## config.mk

```make
export PLATFORM = sky130hd
export DESIGN_NAME = p2s_shift64
export DESIGN_NICKNAME = d
export VERILOG_FILES = /design/src/rtl/p2s_shift64.sv
export SDC_FILE = /design/constraint.sdc
export NUM_CORES = 1
export LEC_CHECK = 0
export CORE_UTILIZATION = 40
export CTS_CLUSTER_DIAMETER = 150
export CTS_CLUSTER_SIZE = 20
export DETAILED_ROUTE_END_ITERATION = 7
export PLACE_DENSITY_LB_ADDON = 0.25
export SYNTH_ARGS = -nofsm -noshare
export SYNTH_HDL_FRONTEND = slang
export SYNTH_SLANG_ARGS = --single-unit
```

## constraint.sdc

```tcl
create_clock -name clk -period 1.9 [get_ports clk]
set_input_delay 0.57 -clock clk [delete_from_list [all_inputs] [get_ports clk]]
set_output_delay 0.57 -clock clk [all_outputs]
set_load 0.005 [all_outputs]
```

## src/rtl/p2s_shift64.sv

```systemverilog
// p2s_shift64 -- parallel-to-serial display shifter.
//
// Captures a DATA_WIDTH-bit word on an accepted start request and shifts it
// MSB-first into an external SIPO display register chain. Each bit gets
// CLK_DIV cycles of s_clk low followed by CLK_DIV cycles of s_clk high, with
// s_dat held for the whole bit period. After the last bit, s_lat pulses high
// for CLK_DIV cycles, then done pulses for one cycle.
//
// Ports:
//   clk     in   system clock, rising edge
//   rst_n   in   asynchronous active-low reset
//   start   in   transfer request, sampled only while idle
//   p_data  in   parallel word, captured on the accepting edge
//   s_clk   out  serial shift clock (chain samples on its rising edge)
//   s_dat   out  serial data, MSB first
//   s_lat   out  latch strobe to the external output register
//   busy    out  high from the accepting edge until done
//   done    out  one-cycle completion pulse
// All outputs are registered.

module p2s_shift64 #(
  parameter int unsigned DATA_WIDTH = 64,
  parameter int unsigned CLK_DIV    = 2
) (
  input  logic                  clk,
  input  logic                  rst_n,
  input  logic                  start,
  input  logic [DATA_WIDTH-1:0] p_data,
  output logic                  s_clk,
  output logic                  s_dat,
  output logic                  s_lat,
  output logic                  busy,
  output logic                  done
);

  // Phase counter spans one full bit period (2*CLK_DIV cycles).
  localparam int unsigned PhW  = $clog2(2 * CLK_DIV);
  localparam int unsigned BitW = $clog2(DATA_WIDTH);

  localparam logic [PhW-1:0]  PhHalf  = PhW'(CLK_DIV);
  localparam logic [PhW-1:0]  PhLast  = PhW'(2 * CLK_DIV - 1);
  localparam logic [PhW-1:0]  LatLast = PhW'(CLK_DIV - 1);
  localparam logic [BitW-1:0] BitLast = BitW'(DATA_WIDTH - 1);

  typedef enum logic [1:0] {
    StIdle,
    StShift,
    StLatch,
    StDone
  } state_e;

  state_e                r_state;
  logic [DATA_WIDTH-1:0] r_sreg;
  logic [BitW-1:0]       r_bit_cnt;
  logic [PhW-1:0]        r_phase;
  logic                  r_s_clk;
  logic                  r_s_dat;
  logic                  r_s_lat;
  logic                  r_busy;
  logic                  r_done;

  logic [PhW-1:0]        w_phase_nxt;

  assign w_phase_nxt = r_phase + 1'b1;

  always_ff @(posedge clk or negedge rst_n) begin
    if (!rst_n) begin
      r_state   <= StIdle;
      r_sreg    <= '0;
      r_bit_cnt <= '0;
      r_phase   <= '0;
      r_s_clk   <= 1'b0;
      r_s_dat   <= 1'b0;
      r_s_lat   <= 1'b0;
      r_busy    <= 1'b0;
      r_done    <= 1'b0;
    end else begin
      unique case (r_state)
        StIdle: begin
          r_s_clk <= 1'b0;
          r_s_lat <= 1'b0;
          r_done  <= 1'b0;
          // s_dat keeps the last bit sent while idle.
          if (start) begin
            r_sreg    <= p_data;
            r_bit_cnt <= BitLast;
            r_phase   <= '0;
            r_s_dat   <= p_data[DATA_WIDTH-1];
            r_busy    <= 1'b1;
            r_state   <= StShift;
          end
        end

        StShift: begin
          if (r_phase == PhLast) begin
            r_phase <= '0;
            r_s_clk <= 1'b0;
            if (r_bit_cnt == '0) begin
              r_s_lat <= 1'b1;
              r_state <= StLatch;
            end else begin
              r_sreg    <= {r_sreg[DATA_WIDTH-2:0], 1'b0};
              r_bit_cnt <= r_bit_cnt - 1'b1;
              // Present the next bit together with the falling s_clk.
              r_s_dat   <= r_sreg[DATA_WIDTH-2];
            end
          end else begin
            r_phase <= w_phase_nxt;
            // s_clk is registered, so derive it from the upcoming phase.
            r_s_clk <= (w_phase_nxt >= PhHalf);
          end
        end

        StLatch: begin
          if (r_phase == LatLast) begin
            r_phase <= '0;
            r_s_lat <= 1'b0;
            r_busy  <= 1'b0;
            r_done  <= 1'b1;
            r_state <= StDone;
          end else begin
            r_phase <= w_phase_nxt;
          end
        end

        StDone: begin
          r_done  <= 1'b0;
          r_state <= StIdle;
        end

        default: begin
          r_state <= StIdle;
        end
      endcase
    end
  end

  assign s_clk = r_s_clk;
  assign s_dat = r_s_dat;
  assign s_lat = r_s_lat;
  assign busy  = r_busy;
  assign done  = r_done;

endmodule
```

==> out/metrics.cfg <==
[setup_path]
crit_chain = inv_2 -> ha_4 -> and2b_4 -> or2_2 -> buf_12 -> o31ai_1 -> a21oi_1
r2r_setup_slack_ns = -0.02
path_max_fanout = 32
arrival_ns = 2.15
path_class = flop to flop
required_ns = 2.13
critical-path-slowest-cell = dfrtp_1
cp_slowest_stage_delay_ns = 0.42
crit_buf_inv = 2
worstSetupEndpointType = flop
r2r-start = r_state[0]
path_delay_family = simple AND/OR/NAND/NOR gates
reg2reg_to = r_sreg[42]
start_kind = flop
reg2reg_depth = 7

[floorplanning]
die_w_um = 106
die-area_sq_um = 11200
rows = 37
pin_count = 72
die_y_um = 106
initial_core_util_pct = 41.5
core_area_sq_um = 10400

[detailed_routing]
drtIter0Drc = 265
routed_wl_um = 12700
firstDrtPassIters = 5
route.detailed.drc = 0
routed-via-count = 4221
vias_per_cell = 6.20
routedWlPerCell_um = 18.7
ant_nets = 0

[pwr]
p_leak_nw = 2.30
vdd_drop_max_mv = 0.937
power_density_nw_per_um2 = 1750

[final_layout]
areaGrowthSynthToFinish_pct = 39.8
nets = 616
fill_cells = 914
multi_input_area_sq_um = 2380
stdcell_count = 681
layout-drive-gt1-share_pct = 23.3
regArea_sq_um = 1950
diodes = 0

[timing]
rsz0062_at_grt = yes
setup_violations = 3
tightest_slew_ns = 0.438
final-max-slew-violation-count = 0
finalClockSkew_ns = 0.0164
min_period_ns = 1.92
fmax_mhz = 520
finalSetupTns_ns = -0.0447
final_hold_viol_count = 0
fin_crit_sh_pct = 101
worst_slack_ns = -0.0227
slew_headroom_pct = 70.8

[synthesis]
syn_nets = 534
ys_seq_area_share_pct = 45.2
yosysWarnings = 0
synth_largest_area_cell = dfrtp_1
synth-main-ff-cell = dfrtp_1
synth_most_common_cell = dfrtp_1
synth_async_sr_flop_share_pct = 100
synth_edf_count = 0
postSynthCellCount = 458
yosys-top-cells-count = 78 x dfrtp_1, 65 x a21oi_1, 64 x o22ai_1, 64 x or3_1, 63 x o31ai_1
synthTopCellsByArea = dfrtp_1 45%, o31ai_1 11%, o22ai_1 9.3%, or3_1 9.3%, a21oi_1 7.5%
synth-seq-cells = 78
syn_area_per_cell_sq_um = 9.44
synth.distinct_cells = 36
synth_top_area_share_pct = 45.2
syn_area_sq_um = 4320

[clocking]
path_clk_slew_ns = 0.09
cts_tree = done
cts_sinks = 78
h-tree-depth = 3
insertion_delay_ns = 0.36
numCtsBuffers = 9
cts_buffer_depth = 2
clock-root-buffer = clkbuf_8
hold_buffers = 0

[global_route]
antenna_found_initial = 0
grt_pass1_wl_um = 19400
overflow = 0
grt_usage_pct = 21.3
grt_pass1_vias = 3906
grt_max_degree = 79

[placed_design]
hpwl_um = 6960
portBuffers = 71
gp_congestion = 0.779
dp_cells = 652

[run_status]
outcome = finished with violations
violations = negative setup slack

[min_path]
min_path_type = input pin to async pin

[job]
drv_cap = 0

==> registers in the layout (all words and copies together), names as in the netlist <==
signal and cells:
busy 1, done 1, r_bit_cnt 6, r_phase 2
r_sreg 63, r_state 2, s_clk 1, s_dat 1
s_lat 1
==> final cells by class <==
class,instances,area share (%)
multi-input combinational,320,39.4
sequential,78,32.3
timing repair buffer,120,21.8
tap,136,2.82
clock buffer,11,2.50
inverter,11,0.683
clock inverter,5,0.517
==> metrics by stage <==
step	total power (W)	util [%]	hold slack, ns	worst slack, ns	cell area (sq um)
global placement	0.00834	51.7	0.471	-0.429	5380
detailed placement	0.00854	51.7	0.474	-0.457	5380
CTS	0.00979	53.6	0.254	-0.0502	5580
global route	0.0113	58.0	0.265	-0.0862	6040
finish	0.0106	58.0	0.228	-0.0227	6040
floorplan	0.00656	-	0.274	0.00159	4330
==> cell usage in the layout (no fill, tap or decap), drive strengths merged, types with 3 or more instances in the layout <==
master / Yosys / final
clkinv: 0 / 3
a21o: 3 / 3
nor2b: 3 / 3
dfrtp: 78 / 78
inv: 11 / 12
nor2: 5 / 5
clkdlybuf4s50: 0 / 69
o21ai: 7 / 7
clkbuf: 32 / 16
a21oi: 65 / 65
nor3: 7 / 7
or3: 66 / 66
o22ai: 64 / 64
ha: 9 / 9
a2bb2oi: 3 / 3
o31ai: 63 / 63
nand2: 3 / 3
a22o: 4 / 4
buf: 17 / 45
or2: 4 / 4
==> kinds of logic (layout without fill, tap and decap cells) <==
kind of cell | Yosys count | after routing | synth area share, %
buffers and inverters | 60 | 147 | 6.48
flip-flops | 78 | 78 | 45.2
adder cells (fa/ha/maj) | 9 | 9 | 2.60
multiplexers | 2 | 2 | 0.521
AND/OR/NAND/NOR | 94 | 94 | 13.7
AO/OA/AOI/OAI | 215 | 215 | 31.6
==> metal layers <==
layer	vias to the layer above	share of wire [%]	track usage, %
li1	1958	-	-
met1	2133	45	29.6
met2	119	50	34.7
met3	11	4.7	4.35
met4	0	0.97	3.77
met5	-	0	0
==> worst max-delay path by stage <==
| stage | start | endpoint | slack, ns | depth (start not counted) |
|---|---|---|---|---|
| after CTS | r_state[0] | r_bit_cnt[4] | -0.05 | 6 |
| after floorplan | r_state[0] | r_state[1] | 0.002 | 7 |
| after global routing | r_state[0] | r_sreg[46] | -0.09 | 7 |
| after detailed placement | start | r_bit_cnt[2] | -0.46 | 7 |
| final | r_state[0] | r_sreg[42] | -0.02 | 7 |
| after global placement | start | r_bit_cnt[4] | -0.43 | 5 |
==> report_power, final <==
group          leakage, nW  internal (W)  total [W]  switching [W]
sequential           0.901       0.00254    0.00323       0.000689
combinational         1.30       0.00308    0.00615        0.00308
clock               0.0955      0.000544    0.00119       0.000642
==> what timing repair did <==
item,in CTS,in global routing
gates resized for setup,2,53
pin swaps,3,3
buffers inserted,2,6
gates cloned,0,5
endpoints found under the hold margin,0,0
setup endpoints to repair,68,71
(Power assumes the default switching activity.)
==> RTL change 1: new RTL, same settings <==
The parameter `CLK_DIV` goes from 2 to 4. Comments in the files are not updated.
--- a/src/rtl/p2s_shift64.sv
+++ b/src/rtl/p2s_shift64.sv
@@ -20,7 +20,7 @@
 
 module p2s_shift64 #(
   parameter int unsigned DATA_WIDTH = 64,
-  parameter int unsigned CLK_DIV    = 2
+  parameter int unsigned CLK_DIV    = 4
 ) (
   input  logic                  clk,
   input  logic                  rst_n,
Function: changed (Yosys sat finds a counterexample within 4 cycles, from zero or initial values and one cycle with rst_n low).
==> RTL change 1 against the unedited design <==
- die area is 12% lower
- non-clock buffer count is 20 lower
- setup slack better by 0.078 ns
- sequential cell count is 1 higher
- design area is 15% lower
- wire length is 28% lower
- global-route usage is 1.9 points lower
- highest routed layer unchanged
- critical path type is now reg -> out
- area after synthesis is 12% lower
- final cell count is 21% lower
- core utilization is 2.5 points lower
Power is not compared: it rests on default switching activity, and its combinational part moved more than twofold at a synthesized area within 25%.
==> RTL change 1: results (changes against the unedited design) <==
Global route
  • Grt met2 use: 29.1% (-5.6 points)
  • Met1 track demand over resource in global routing: 28.0% (-1.6 points)
  • Wire length of the first global-routing pass: 15.1 mm (-22%)
  • Met3 global-route usage: 4.29% (-0.066 points)
  • Total track usage: 19.4% (-1.9 points)
  • Largest net degree at the start of global routing: 36 (-54%)

Critical path
  • Critical path arrival: 1.27 ns (-0.88 ns)
  • CP max stage cell: clkdlybuf4s50_1
  • Maximum fanout along the worst path: 4 (-88%)
  • Setup crit start: s_dat
  • Cell family with the largest share of critical-path delay: buffers and inverters

Placed design
  • Weighted congestion reported at the end of routability-driven placement: 0.843 (+8.3%)
  • Hpwl dp: 6.05 mm (-13%)

Cells and area
  • Top Registers: r_sreg (63), r_bit_cnt (6), r_phase (3)
  • Fraction of layout instances using a drive strength above 1: 17.5% (-5.8 points)
  • Area of all placed cells without fillers: 5130 µm² (-15%)

Timing
  • Actual slew at the worst max-slew pin: 0.408 ns (-0.0296 ns)
  • Setup Skew: 0.00690 ns (-0.00953 ns)

Drt
  • Routed vias/inst: 5.75 (-7.2%)
  • Length of routed met2 wiring: 4.31 mm (-32%)
  • Met3 WL post-DR: 390 µm (-35%)
  • Wire length per cell after detailed routing: 16.9 µm (-9.2%)

Run status
  • Outcome: finished clean

Clock network
  • Number of gates resized after CTS: 8 (+6)
  • Number of setup buffers added after CTS: 1 (-1)

Yosys
  • Commonest cells post-synth: dfrtp_1, a221o_1, and3_1, clkbuf_1, nand2_1
  • Mean instance size in the synthesized netlist: 11.7 µm² (+24%)
  • Net count after synthesis: 400 (-25%)
  • Number of distinct standard cells referenced by the synthesized netlist: 41 (+14%)
  • Sequential-to-total area share from yosys stat: 52.0% (+6.9 points)
## RTL change 1: cell count changes after synthesis, moves of 56 or more
cell,change
or3_1,-64
o31ai_1,-63
a221o_1,+61
o22ai_1,-62
a21oi_1,-56
and3_1,+61
## RTL change 1: worst paths after layout
check | end | slack [ns]
setup / recovery | s_dat | 0.06
hold / removal | r_sreg[41] | 0.12
setup reg to reg | r_sreg[42] | 0.07
hold reg to reg | s_clk | 0.49
max in group asynchronous | r_sreg[3] | 1.31
min in group clk | s_clk | 0.49
## RTL change 1: final cells by class
class / count / share of cell area [%]
tap: 129 / 3.14
clock buffer: 10 / 2.49
timing repair buffer: 100 / 20.2
multi-input combinational: 210 / 33.6
clock inverter: 6 / 1.66
sequential: 79 / 38.5
inverter: 6 / 0.439
## RTL change 1: logic make-up after synthesis
group,Yosys count,synth area share [%]
fa+ha+maj,9,2.96
buf+inv,35,4.97
mux,2,0.592
simple gates,97,15.5
flops,79,52.0
compound gates,102,24.0
==> RTL change 2: new RTL, config.mk and constraints unchanged <==
Made on the original files. The 4 states of `state_e` get a one-hot encoding in 4 bits.
--- a/src/rtl/p2s_shift64.sv
+++ b/src/rtl/p2s_shift64.sv
@@ -42,11 +42,11 @@
   localparam logic [PhW-1:0]  LatLast = PhW'(CLK_DIV - 1);
   localparam logic [BitW-1:0] BitLast = BitW'(DATA_WIDTH - 1);
 
-  typedef enum logic [1:0] {
-    StIdle,
-    StShift,
-    StLatch,
-    StDone
+  typedef enum logic [3:0] {
+    StIdle  = 4'b0001,
+    StShift = 4'b0010,
+    StLatch = 4'b0100,
+    StDone  = 4'b1000
   } state_e;
 
   state_e                r_state;
Check against the original RTL: no difference found for any inputs over 10 cycles, from zero or initial values and one cycle with rst_n low; not proved beyond that.
==> RTL change 2 against the unedited design <==
- maximum frequency up 6.2%
- clock skew down 0.0068 ns
- first-iteration DRC count down 69%
- final cell count down 21%
- setup slack better by 0.11 ns
- area after synthesis down 3.6%
- wire length down 28%
- via count down 29%
- power down 24%
- critical path type is now reg -> out
- design area down 11%
- sequential cell count up 2
- sequential share of layout area up 4.8 points
==> RTL change 2: results (changes against the unedited design) <==
Run status
  • Outcome: finished clean

Placed design
  • Weighted congestion reported at the end of routability-driven placement: 0.824 (+5.8%)
  • Pre-CTS WS: -0.282 ns (+0.176 ns)
  • Cells after DPL: 522 (-20%)
  • Cell Area, Placed: 5150 µm² (-4.3%)
  • Hpwl dp: 6.11 mm (-12%)

Cells and area
  • Count of nets after finishing: 472 (-23%)
  • Count of placed standard cells in the final layout, fillers left out: 537 (-21%)
  • Filler Cells Inserted: 862 (-5.7%)
  • Count of inserted antenna diode cells: 0 (unchanged)
  • Fraction of layout instances using a drive strength above 1: 29.2% (+5.9 points)
  • Area overhead of the layout relative to synthesis: 29.4%
  • Top Registers: r_sreg (63), r_bit_cnt (6), r_state (4)

Critical path
  • Slack of the worst reg-to-reg path: 0.13 ns (+0.15 ns)
  • Delay contributed by the slowest stage of the critical path: 0.52 ns (+0.10 ns)
  • R2r startpoint: r_bit_cnt[0]
  • Maximum fanout along the worst path: 2 (-94%)
  • Setup crit start: s_dat
  • Number of cells on the worst reg-to-reg path: 8 (+1)
  • Cell family with the largest share of critical-path delay: buffers and inverters
  • Endpoint of the most critical register-to-register path: r_sreg[52]
  • Crit path capture: s_dat
  • CP max stage cell: clkdlybuf4s50_1

Global route
  • Grt met2 use: 29.0% (-5.7 points)
  • Wire length of the first global-routing pass: 15.8 mm (-19%)
  • Number of antenna violations at the first check in global routing: 0 (unchanged)
  • Met3 global-route usage: 3.45% (-0.91 points)
  • Met1 track demand over resource in global routing: 24.6% (-5.0 points)
  • Total track usage: 18.0% (-3.3 points)
  • Largest net degree at the start of global routing: 37 (-53%)
  • Vias in the first global route: 3127 (-20%)

Timing
  • Worst rel slew slack: 66.6% (-4.2 points)
  • Setup Skew: 0.00958 ns (-0.00685 ns)
  • Part of the cycle the worst path needs: 95.3% (-5.9 points)

Yosys
  • Syn Inst Count: 323 (-29%)
  • Number of distinct standard cells referenced by the synthesized netlist: 43 (+19%)
  • Commonest cells post-synth: dfrtp_1, a2bb2oi_2, o22ai_1, buf_2, buf_6
  • Net count after synthesis: 395 (-26%)
  • Proportion of register bits with asynchronous set or reset after synthesis: 100% (unchanged)
  • Synthesis Warnings: 0 (unchanged)
  • Top post-synthesis cells by area: dfrtp_1, a2bb2oi_2, o22ai_1, buf_6, o22ai_2
  • Sequential-to-total area share from yosys stat: 48.0% (+2.9 points)

Drt
  • Aggregate routed wire length: 9.16 mm (-28%)
  • Initial DRT Pass Iterations: 4 (-1)
  • Initial drt markers: 81 (-69%)
  • Routed vias/inst: 5.61 (-9.5%)

Clock network
  • CTS max path bufs: 2 (unchanged)
  • CTS root buf: clkbuf_8
  • H-tree level count: 3 (unchanged)
  • Number of setup buffers added after CTS: 0 (-2)
  • CTS buffer count: 9 (unchanged)
  • Register clock-pin slew on the reported worst setup and hold paths: 0.08 ns
  • Number of gates resized after CTS: 0 (-2)
  • Clk Latency, worst-skew pair: 0.34 ns (-0.02 ns)

Power and ir drop
  • Peak supply drop: 0.000646 V (-31%)
  • Static power due to leakage: 2.04 nW (-11%)
RTL change 2: final cells by class:
cell class                      instances  area share, %
Inverter                                6          0.417
Sequential cell                        80           37.1
Timing Repair Buffer                   98           19.3
Clock inverter                          5           1.92
Multi-Input combinational cell        205           35.6
Tap cell                              133           3.08
Clock buffer                           10           2.55
RTL change 2: cell families (layout without fill, tap and decap cells):
group,count (synthesis),in the layout,synth area share (%)
flops,80,80,48.0
compound gates,161,161,39.0
buf+inv,38,119,6.09
simple gates,38,38,5.13
xor+xnor,1,1,0.210
fa+ha+maj,5,5,1.50
RTL change 2: per-layer routing:
metal	up-vias	share of wire [%]
li1	1426	-
met4	0	0.67
met1	1523	46
met5	-	0
met3	5	3.6
met2	59	49
RTL change 2: how the worst min path moves through the flow:
| stage | from | end | slack, ns | depth (start not counted) |
|---|---|---|---|---|
| 3_3_place_gp | busy | busy | 0.49 | 2 |
| 5_1_grt | rst_n | r_sreg[7] | 0.21 | 1 |
| 2_1_floorplan | rst_n | busy | 0.27 | 0 |
| 3_5_place_dp | done | done | 0.51 | 2 |
| 4_1_cts | rst_n | r_sreg[8] | 0.19 | 1 |
| 6_report | rst_n | r_sreg[7] | 0.19 | 1 |
RTL change 2: report_power, final:
| part | switching, W | total [W] | internal, W |
|---|---|---|---|
| clock network | 0.000612 | 0.00152 | 0.000905 |
| registers | 0.000549 | 0.00297 | 0.00242 |
| logic | 0.00149 | 0.00356 | 0.00207 |
